<file path="config.mk">
export PLATFORM = sky130hd
export DESIGN_NAME = sprite_ram_arbiter
export DESIGN_NICKNAME = d
export VERILOG_FILES = /design/src/rtl/sprite_pkg.sv /design/src/rtl/rr_arbiter.sv /design/src/rtl/sprite_ram_arbiter.sv
export SDC_FILE = /design/constraint.sdc
export NUM_CORES = 1
export LEC_CHECK = 0
export ABC_AREA = 1
export ABC_CLOCK_PERIOD_IN_PS = 4200
export BUFFER_PORTS_ARGS = -buffer_cell sky130_fd_sc_hd__buf_4
export CORE_MARGIN = 8
export CORE_UTILIZATION = 49
export DETAILED_ROUTE_END_ITERATION = 16
export GPL_TIMING_DRIVEN = 0
export PLACE_DENSITY = 0.86
export SKIP_CTS_REPAIR_TIMING = 1
export SLEW_MARGIN = 20
export SYNTH_ARGS = -nofsm -noshare
export SYNTH_HDL_FRONTEND = slang
export SYNTH_HIERARCHICAL = 1
export SYNTH_SLANG_ARGS = --single-unit
</file>
<file path="constraint.sdc">
create_clock -name Clk -period 4.2 [get_ports Clk]
set_input_delay 0.63 -clock Clk [delete_from_list [all_inputs] [get_ports Clk]]
set_output_delay 0.63 -clock Clk [all_outputs]
set_load 0.01 [all_outputs]
</file>
<file path="src/rtl/sprite_pkg.sv">
// Shared types and sizes for the sprite RAM arbiter and its round-robin picker.
package sprite_pkg;

   localparam int unsigned SPRITE_W     = 26;
   localparam int unsigned SPRITE_H     = 26;
   localparam int unsigned SPRITE_DEPTH = SPRITE_W * SPRITE_H;
   localparam int unsigned AW           = 10;
   localparam int unsigned DW           = 24;

   typedef enum logic [1:0] {
      RUN   = 2'd0,
      DRAIN = 2'd1,
      LOAD  = 2'd2
   } arb_state_t;

   typedef logic [DW-1:0] texel_t;

endpackage

</file>
<file path="src/rtl/rr_arbiter.sv">
// Combinational round-robin pick: first asserted req at or after ptr, wrapping modulo N.
module rr_arbiter #(
   parameter int unsigned N  = 4,
   parameter int unsigned PW = (N > 1) ? $clog2(N) : 1
) (
   input  logic [N-1:0]  req,
   input  logic [PW-1:0] ptr,
   output logic [N-1:0]  gnt,
   output logic [PW-1:0] idx,
   output logic          any
);

   logic [PW-1:0] cand;

   always_comb begin
      gnt  = '0;
      idx  = '0;
      any  = 1'b0;
      cand = '0;
      for (int unsigned k = 0; k < N; k++) begin
         cand = PW'((32'(ptr) + k) % N);
         if (!any && req[cand]) begin
            gnt[cand] = 1'b1;
            idx       = cand;
            any       = 1'b1;
         end
      end
   end

endmodule

</file>
<file path="src/rtl/sprite_ram_arbiter.sv">
// Round-robin read arbiter and bulk-reload sequencer for the shared sprite RAM.
// Optional colour-key flag on responses when SPRITE_TRANSP_EN is defined.
module sprite_ram_arbiter #(
   parameter int unsigned NREQ  = 4,
   parameter int unsigned DEPTH = sprite_pkg::SPRITE_DEPTH,
   parameter int unsigned AW    = sprite_pkg::AW,
   parameter int unsigned DW    = sprite_pkg::DW
`ifdef SPRITE_TRANSP_EN
   ,
   parameter logic [DW-1:0] TKEY = DW'(24'hFF00FF)
`endif
) (
   input  logic               Clk,
   input  logic               Reset_n,
   input  logic [NREQ-1:0]    req,
   input  logic [NREQ*AW-1:0] req_addr,
   output logic [NREQ-1:0]    gnt,
   output logic               rsp_valid,
   output logic [2:0]         rsp_id,
   output logic [DW-1:0]      rsp_data,
   output logic               rsp_err,
`ifdef SPRITE_TRANSP_EN
   output logic               rsp_transp,
`endif
   input  logic               load_start,
   input  logic               wr_valid,
   input  logic [DW-1:0]      wr_data,
   output logic               load_busy,
   output logic               load_done,
   output logic               ram_we,
   output logic [AW-1:0]      ram_write_address,
   output logic [AW-1:0]      ram_read_address,
   output logic [DW-1:0]      ram_data_In,
   input  logic [DW-1:0]      ram_data_Out
);

   localparam int unsigned PW = $clog2(NREQ);

   sprite_pkg::arb_state_t state_q, state_d;
   logic [PW-1:0] rr_ptr_q, rr_ptr_d;
   logic [AW-1:0] load_cnt_q, load_cnt_d;
   logic          rsp_valid_q, rsp_valid_d;
   logic [2:0]    rsp_id_q, rsp_id_d;
   logic          rsp_err_q, rsp_err_d;
   logic          load_busy_q, load_busy_d;
   logic          load_done_q, load_done_d;
   logic          ram_we_q, ram_we_d;
   logic [AW-1:0] ram_waddr_q, ram_waddr_d;
   logic [DW-1:0] ram_wdata_q, ram_wdata_d;

   logic [NREQ-1:0] pick_gnt;
   logic [PW-1:0]   pick_idx;
   logic            pick_any;
   logic            grant_c;
   logic            addr_ok_c;
   logic [AW-1:0]   gnt_addr_c;

   rr_arbiter #(.N(NREQ), .PW(PW)) u_rr (
      .req (req),
      .ptr (rr_ptr_q),
      .gnt (pick_gnt),
      .idx (pick_idx),
      .any (pick_any)
   );

   // Reads only in RUN; a load request in the same cycle takes priority.
   // Reset_n gates the grant so the read side is quiet while reset is held.
   always_comb begin
      grant_c    = Reset_n && (state_q == sprite_pkg::RUN) && !load_start && pick_any;
      gnt_addr_c = req_addr[32'(pick_idx)*AW +: AW];
      addr_ok_c  = 32'(gnt_addr_c) < DEPTH;
   end

   assign gnt              = grant_c ? pick_gnt : '0;
   assign ram_read_address = (grant_c && addr_ok_c) ? gnt_addr_c : '0;

   always_comb begin
      state_d     = state_q;
      rr_ptr_d    = rr_ptr_q;
      load_cnt_d  = load_cnt_q;
      rsp_valid_d = grant_c;
      rsp_id_d    = grant_c ? 3'(pick_idx) : 3'd0;
      rsp_err_d   = grant_c && !addr_ok_c;
      load_done_d = 1'b0;
      ram_we_d    = 1'b0;
      ram_waddr_d = ram_waddr_q;
      ram_wdata_d = ram_wdata_q;
      case (state_q)
         sprite_pkg::RUN: begin
            if (load_start) begin
               state_d = sprite_pkg::DRAIN;
            end else if (grant_c) begin
               rr_ptr_d = (32'(pick_idx) == NREQ - 1) ? '0 : pick_idx + 1'b1;
            end
         end
         sprite_pkg::DRAIN: begin
            state_d = sprite_pkg::LOAD;
         end
         sprite_pkg::LOAD: begin
            // Counter only advances on accepted texels, so the source may stall.
            if (wr_valid) begin
               ram_we_d    = 1'b1;
               ram_waddr_d = load_cnt_q;
               ram_wdata_d = wr_data;
               if (32'(load_cnt_q) == DEPTH - 1) begin
                  load_cnt_d  = '0;
                  load_done_d = 1'b1;
                  state_d     = sprite_pkg::RUN;
               end else begin
                  load_cnt_d = load_cnt_q + 1'b1;
               end
            end
         end
         default: begin
            state_d = sprite_pkg::RUN;
         end
      endcase
      load_busy_d = (state_d != sprite_pkg::RUN);
   end

   always_ff @(posedge Clk or negedge Reset_n) begin
      if (!Reset_n) begin
         state_q     <= sprite_pkg::RUN;
         rr_ptr_q    <= '0;
         load_cnt_q  <= '0;
         rsp_valid_q <= 1'b0;
         rsp_id_q    <= '0;
         rsp_err_q   <= 1'b0;
         load_busy_q <= 1'b0;
         load_done_q <= 1'b0;
         ram_we_q    <= 1'b0;
         ram_waddr_q <= '0;
         ram_wdata_q <= '0;
      end else begin
         state_q     <= state_d;
         rr_ptr_q    <= rr_ptr_d;
         load_cnt_q  <= load_cnt_d;
         rsp_valid_q <= rsp_valid_d;
         rsp_id_q    <= rsp_id_d;
         rsp_err_q   <= rsp_err_d;
         load_busy_q <= load_busy_d;
         load_done_q <= load_done_d;
         ram_we_q    <= ram_we_d;
         ram_waddr_q <= ram_waddr_d;
         ram_wdata_q <= ram_wdata_d;
      end
   end

   // RAM output register supplies the data stage; errored reads are forced to zero.
   assign rsp_data = (rsp_valid_q && !rsp_err_q) ? ram_data_Out : '0;
`ifdef SPRITE_TRANSP_EN
   assign rsp_transp = rsp_valid_q && !rsp_err_q && (ram_data_Out == TKEY);
`endif

   assign rsp_valid         = rsp_valid_q;
   assign rsp_id            = rsp_id_q;
   assign rsp_err           = rsp_err_q;
   assign load_busy         = load_busy_q;
   assign load_done         = load_done_q;
   assign ram_we            = ram_we_q;
   assign ram_write_address = ram_waddr_q;
   assign ram_data_In       = ram_wdata_q;

endmodule

</file>
== Word level (Yosys, flattened, before mapping) ==
Cells that the tools add are included.
Storage, ports and cells
  register bits: 55
  output and inout port bits: 80
  logic and storage cells: 101
Operators by class
  add/sub/neg operators: 5
  multipliers: 1
  magnitude comparators: 9
  equality and inequality tests: 4
  shifts and indexed selects: 1
  multiplexer cells: 43
  bitwise operators: 4
  reductions and logical operators: 23
Operators by type and width (number)
  variable part select 40 x 7 -> 10 bit: 1
  2-to-1 mux 24 bit: 1
  2-to-1 mux 10 bit: 2
  2-to-1 mux 4 bit: 5
  2-to-1 mux 2 bit: 9
  2-to-1 mux 1 bit: 17
  logical AND 1 bit: 13
  < comparator 2 x 3 -> 1 bit (second input constant): 4
  OR 4 bit: 3
  adder 10 x 1 -> 10 bit (second input constant): 1
  == test 10 bit (second input constant): 1
  < comparator 10 bit (second input constant): 1
  binary-select mux 1 bit (select 2 bit): 4
  demux 1 bit (select 2 bit): 4
  >= comparator 2 x 1 -> 1 bit (second input constant): 4
  zero test 1 bit: 6
  one-hot mux 2 bit (3 select lines): 1
  multiplier 2 x 3 -> 5 bit (second input constant): 1
  adder 2 x 1 -> 2 bit (second input constant): 2
  adder 2 bit (second input constant): 2
  == test 2 bit (second input constant): 2
  AND reduction 3 bit: 1
  == test 2 x 1 -> 1 bit (second input constant): 1
  zero test 2 bit: 1
  3 further kinds: 3

== Depth between registers and ports, before layout ==
  word-level depth: 17
  depth in mapped cells: 19

== Modules after synthesis ==
Netlist, hierarchy kept.
By module, submodules not included
  sprite_ram_arbiter: times used 1, cells each 407, area an instance 2880.3 µm², sequential area each 1376.3 µm²
  rr_arbiter: times used 1, cells each 74, area an instance 435.4 µm², sequential area each 0.0 µm²

== Worst setup path before layout ==
Ideal clock, no wire load.
  kind: register to output
  from: reg rr_ptr_q[0]
  to: out ram_read_address[0]
  data arrival time: 2.521 ns
  required time: 3.570 ns
  setup slack: 1.049 ns
  cell stages (with the launch flop): 19
  buffers on the path: 2
  path through: dfrtp_1 -> inv_2 -> ha_1 -> inv_1 -> nand2_1 -> nand2_2 -> nor2_4 -> buf_6 -> nand4_1 -> nand3_1 -> inv_2 -> buf_4 -> nand2_1 -> nand3_1 -> nand2_1 -> nand3_1 -> nand3_1 -> nand3_2 -> nor2_1
Between the ends
  cells in the longest elaborated chain, start to end: 17
  elaborated cells between the ends (all ways): 31
  classes of those cells: add/sub: 3; mul: 1; order compare: 1; shift: 1; mux: 17; reduce/logical: 8
RTL lines
  start: declaration: RTL line sprite_ram_arbiter.sv:40  | logic [PW-1:0] rr_ptr_q, rr_ptr_d;
  start signal: assignment: RTL line sprite_ram_arbiter.sv:136  | rr_ptr_q <= rr_ptr_d;
  branches (longest 11 deep; another with adder 2 x 1 -> 2 bit)
  2-to-1 mux 2 bit (*): RTL line rr_arbiter.sv:22  | if (!any && req[cand]) begin
  net pick_idx[0]: RTL line sprite_ram_arbiter.sv:52  | logic [PW-1:0] pick_idx;
  multiplier 2 x 3 -> 5 bit (*): RTL line sprite_ram_arbiter.sv:70  | gnt_addr_c = req_addr[32'(pick_idx)*AW +: AW];
  variable part select 40 x 7 -> 10 bit (*): RTL line sprite_ram_arbiter.sv:70
  < comparator 10 bit: RTL line sprite_ram_arbiter.sv:71  | addr_ok_c = 32'(gnt_addr_c) < DEPTH;
  logical AND 1 bit: RTL line sprite_ram_arbiter.sv:75  | assign ram_read_address = (grant_c && addr_ok_c) ? gnt_addr_c : '0;
  2-to-1 mux 10 bit (*): RTL line sprite_ram_arbiter.sv:75
  end: declaration: RTL line sprite_ram_arbiter.sv:32  | output logic [AW-1:0] ram_read_address,
Mark *: on every way through the listed nets, which the timed path passes. The select of a mux whose other input is x is not followed.

== Worst setup path after layout ==
  from: reg rr_ptr_q[1]
  to: out ram_read_address[2]
The elaborated chain is that of the path after synthesis.

==> metrics <==
run status=complete, no violations; leakage power=2.85 nW; drt via density=4.97; Hold Vio Cnt, Final=0; Arr. time, crit path=3.19 ns; max-cap violation count=0; Die Ht=98.3 um; Fin Setup TNS=0 ns; main flop type after synthesis=dfrtp_1; Sw Share=0.475; WS Path Type=reg -> out; grt total ovfl=0; ys async rst share=1.00; CTS tree=yes; mapped cell area=3320 um2; DRC=0; net count after synthesis=584; syn_area_per_cell=6.89 um2; vias in the first global route=3761; Worst-Skew Late Latency=0.30 ns; Synth area leader=dfrtp_1; final-report max-slew violation count=0; Port Buf Inserts=174; Slew headroom=0.552; Diodes inserted=0; Crit. End Element=output pin; wire per inst=14.2 um; RSZ-0062 raised after global routing=no; initial antenna violation count=0; highest-count cells in the layout ignoring fill and taps=buf_4 (177), nand2_1 (159), inv_1 (72); HP Class=in -> async; Layout area overhead=46.1%; Max H-tree Level=2; root buffer cell=clkbuf_8; internal power=1.76 mW; 1st-iter DRT viols=135; fraction of the yosys area taken by sequential cells=0.415; routability cong.=0.961; Final setup violation count=0; Peak VDD IR=0.461 mV; GRT Util Overall=0.212; synth warn=6; Worst Skew=0.00509 ns; final WL=10.5 mm; Clock transition at path regs=0.09 ns; die area=9660 um2; number of buffers created by CTS=5; HPWL Detailed=8.63 mm; largest net degree at the start of global routing=57; Die X=98.3 um; minimum clock period=3.82 ns; combinational power share=0.638; EDFF count, synth=0; fin crit share=0.910; fraction of layout cells with a size suffix above 1=0.325; Yosys reg bits=55; Yosys top cell area share=0.415; Pwr per Cell Area=691 nW/um2; Post-DRT Antenna Nets=0; std cell rows=30; sequential share of power=0.263; I/O Pins=176; # fillers=540; synth top area cells=dfrtp_1 (42%), nand2_1 (18%), inv_1 (8.2%), nor2_1 (6.2%), nand3_1 (5.6%); CTS sink count=55; Slew @ Worst Pin=0.671 ns; crit-path max FO=10; Layout Nets=765; worst-case clock buffer depth=2; drt pass-1 iters=5; post-synth cell types=27; via count=3690; Peak Freq=0.262 GHz; worst hold slack=0.367 ns; first-pass GRT wire length=17.2 mm; Starting Density=0.496; NetSw=1.59 mW; Critical Path Source Type=flop; Core Area=6680 um2; WP data required=3.57 ns; Clk pwr share=0.099; most common cell after layout, fill and taps aside=buf_4; cell count after synthesis=481
per-stage QoR:
step	cells	setup WS [ns]	utilization	total power, mW	instance area [um2]
finish	742	0.379	0.725	3.35	4840
global route	742	0.0814	0.725	3.67	4840
CTS	742	0.111	0.722	3.33	4820
detailed placement	735	0.480	0.707	2.99	4720
global placement	735	0.591	0.707	2.89	4720
floorplan	481	1.05	-	2.24	3320
worst paths after layout:
kind / to / start / cells past startpoint / slack, ns
max: ram_read_address[2] / rr_ptr_q[1] / 18 / 0.38
max reg2reg: rsp_err / rr_ptr_q[1] / 15 / 1.48
min: ram_write_address[3] / Reset_n / 1 / 0.37
min in group Clk: ram_data_In[12] / ram_data_In[12] / 2 / 0.48
max in group asynchronous: rr_ptr_q[0] / Reset_n / 1 / 3.36
min reg2reg: ram_data_In[12] / ram_data_In[12] / 2 / 0.48
metal layers:
metal  GRT usage  vias to the layer above  part of all wire
met5           0                        -                 0
met4      0.0460                        0             0.013
met3      0.0576                       16             0.069
met2       0.394                      145              0.53
met1       0.233                     1700              0.39
li1            -                     1829                 -
Yosys cell counts (2+ instances only):
library cell and count:
a21boi_0 4, a21oi_1 8, buf_2 7, buf_4 3
buf_6 2, clkbuf_1 7, dfrtp_1 55, ha_1 7
inv_1 72, inv_2 3, nand2_1 159, nand2_2 7
nand3_1 37, nand3_2 3, nand4_1 12, nor2_1 55
nor2_2 3, nor3_1 3, o21ai_0 18, o22ai_1 2
xor2_1 8
area by class of cell:
class / count / area, um2 / area share
tap: 80 / 100 / 0.0207
sequential: 55 / 1380 / 0.285
clock buffer: 6 / 72.6 / 0.0150
inverter: 75 / 282 / 0.0581
multi-input combinational: 332 / 1570 / 0.324
timing repair buffer: 174 / 1310 / 0.270
buffer: 19 / 106 / 0.0220
clock inverter: 1 / 30.0 / 0.00620
power by group through the flow:
stage                     Combinational (mW)  Sequential, mW  Clock [mW]
after global placement                  2.02           0.874           0
after CTS                               2.11           0.877       0.338
after global routing                    2.40           0.906       0.359
after detailed placement                2.10           0.886           0
final                                   2.14           0.881       0.331
after floorplan                         1.29           0.943           0
kinds of logic after synthesis:
kind of cell               after synthesis  synth area share
and+or+nand+nor                        283             0.365
buffers and inverters                   94             0.117
DFF                                     55             0.415
AOI/OAI and AO/OA                       33            0.0543
xor gates and xnor gates                 8            0.0211
adders and majority gates                7            0.0264
other                                    1           0.00113
critical path, cell delays in order (launching register included):
cell	delay [ns]
dfrtp_2	0.45
inv_1	0.16
ha_4	0.33
inv_1	0.08
nand3_1	0.11
nand2_1	0.08
nor2_2	0.25
a21oi_1	0.13
nand3_2	0.14
inv_2	0.06
buf_4	0.16
nand2_1	0.07
nand3_1	0.06
nand2_1	0.09
nand3_1	0.10
nand3_1	0.14
nand3_2	0.17
nor2_1	0.16
buf_4	0.14
sequential cells by signal (all words and copies together), names as in the netlist:
signal / flops
ram_data_In: 24
load_cnt_q: 10
ram_write_address: 10
rr_ptr_q: 2
rsp_id: 2
state_q: 2
load_busy: 1
load_done: 1
ram_we: 1
rsp_err: 1
rsp_valid: 1
No activity file was read; power rests on OpenSTA's default activity.
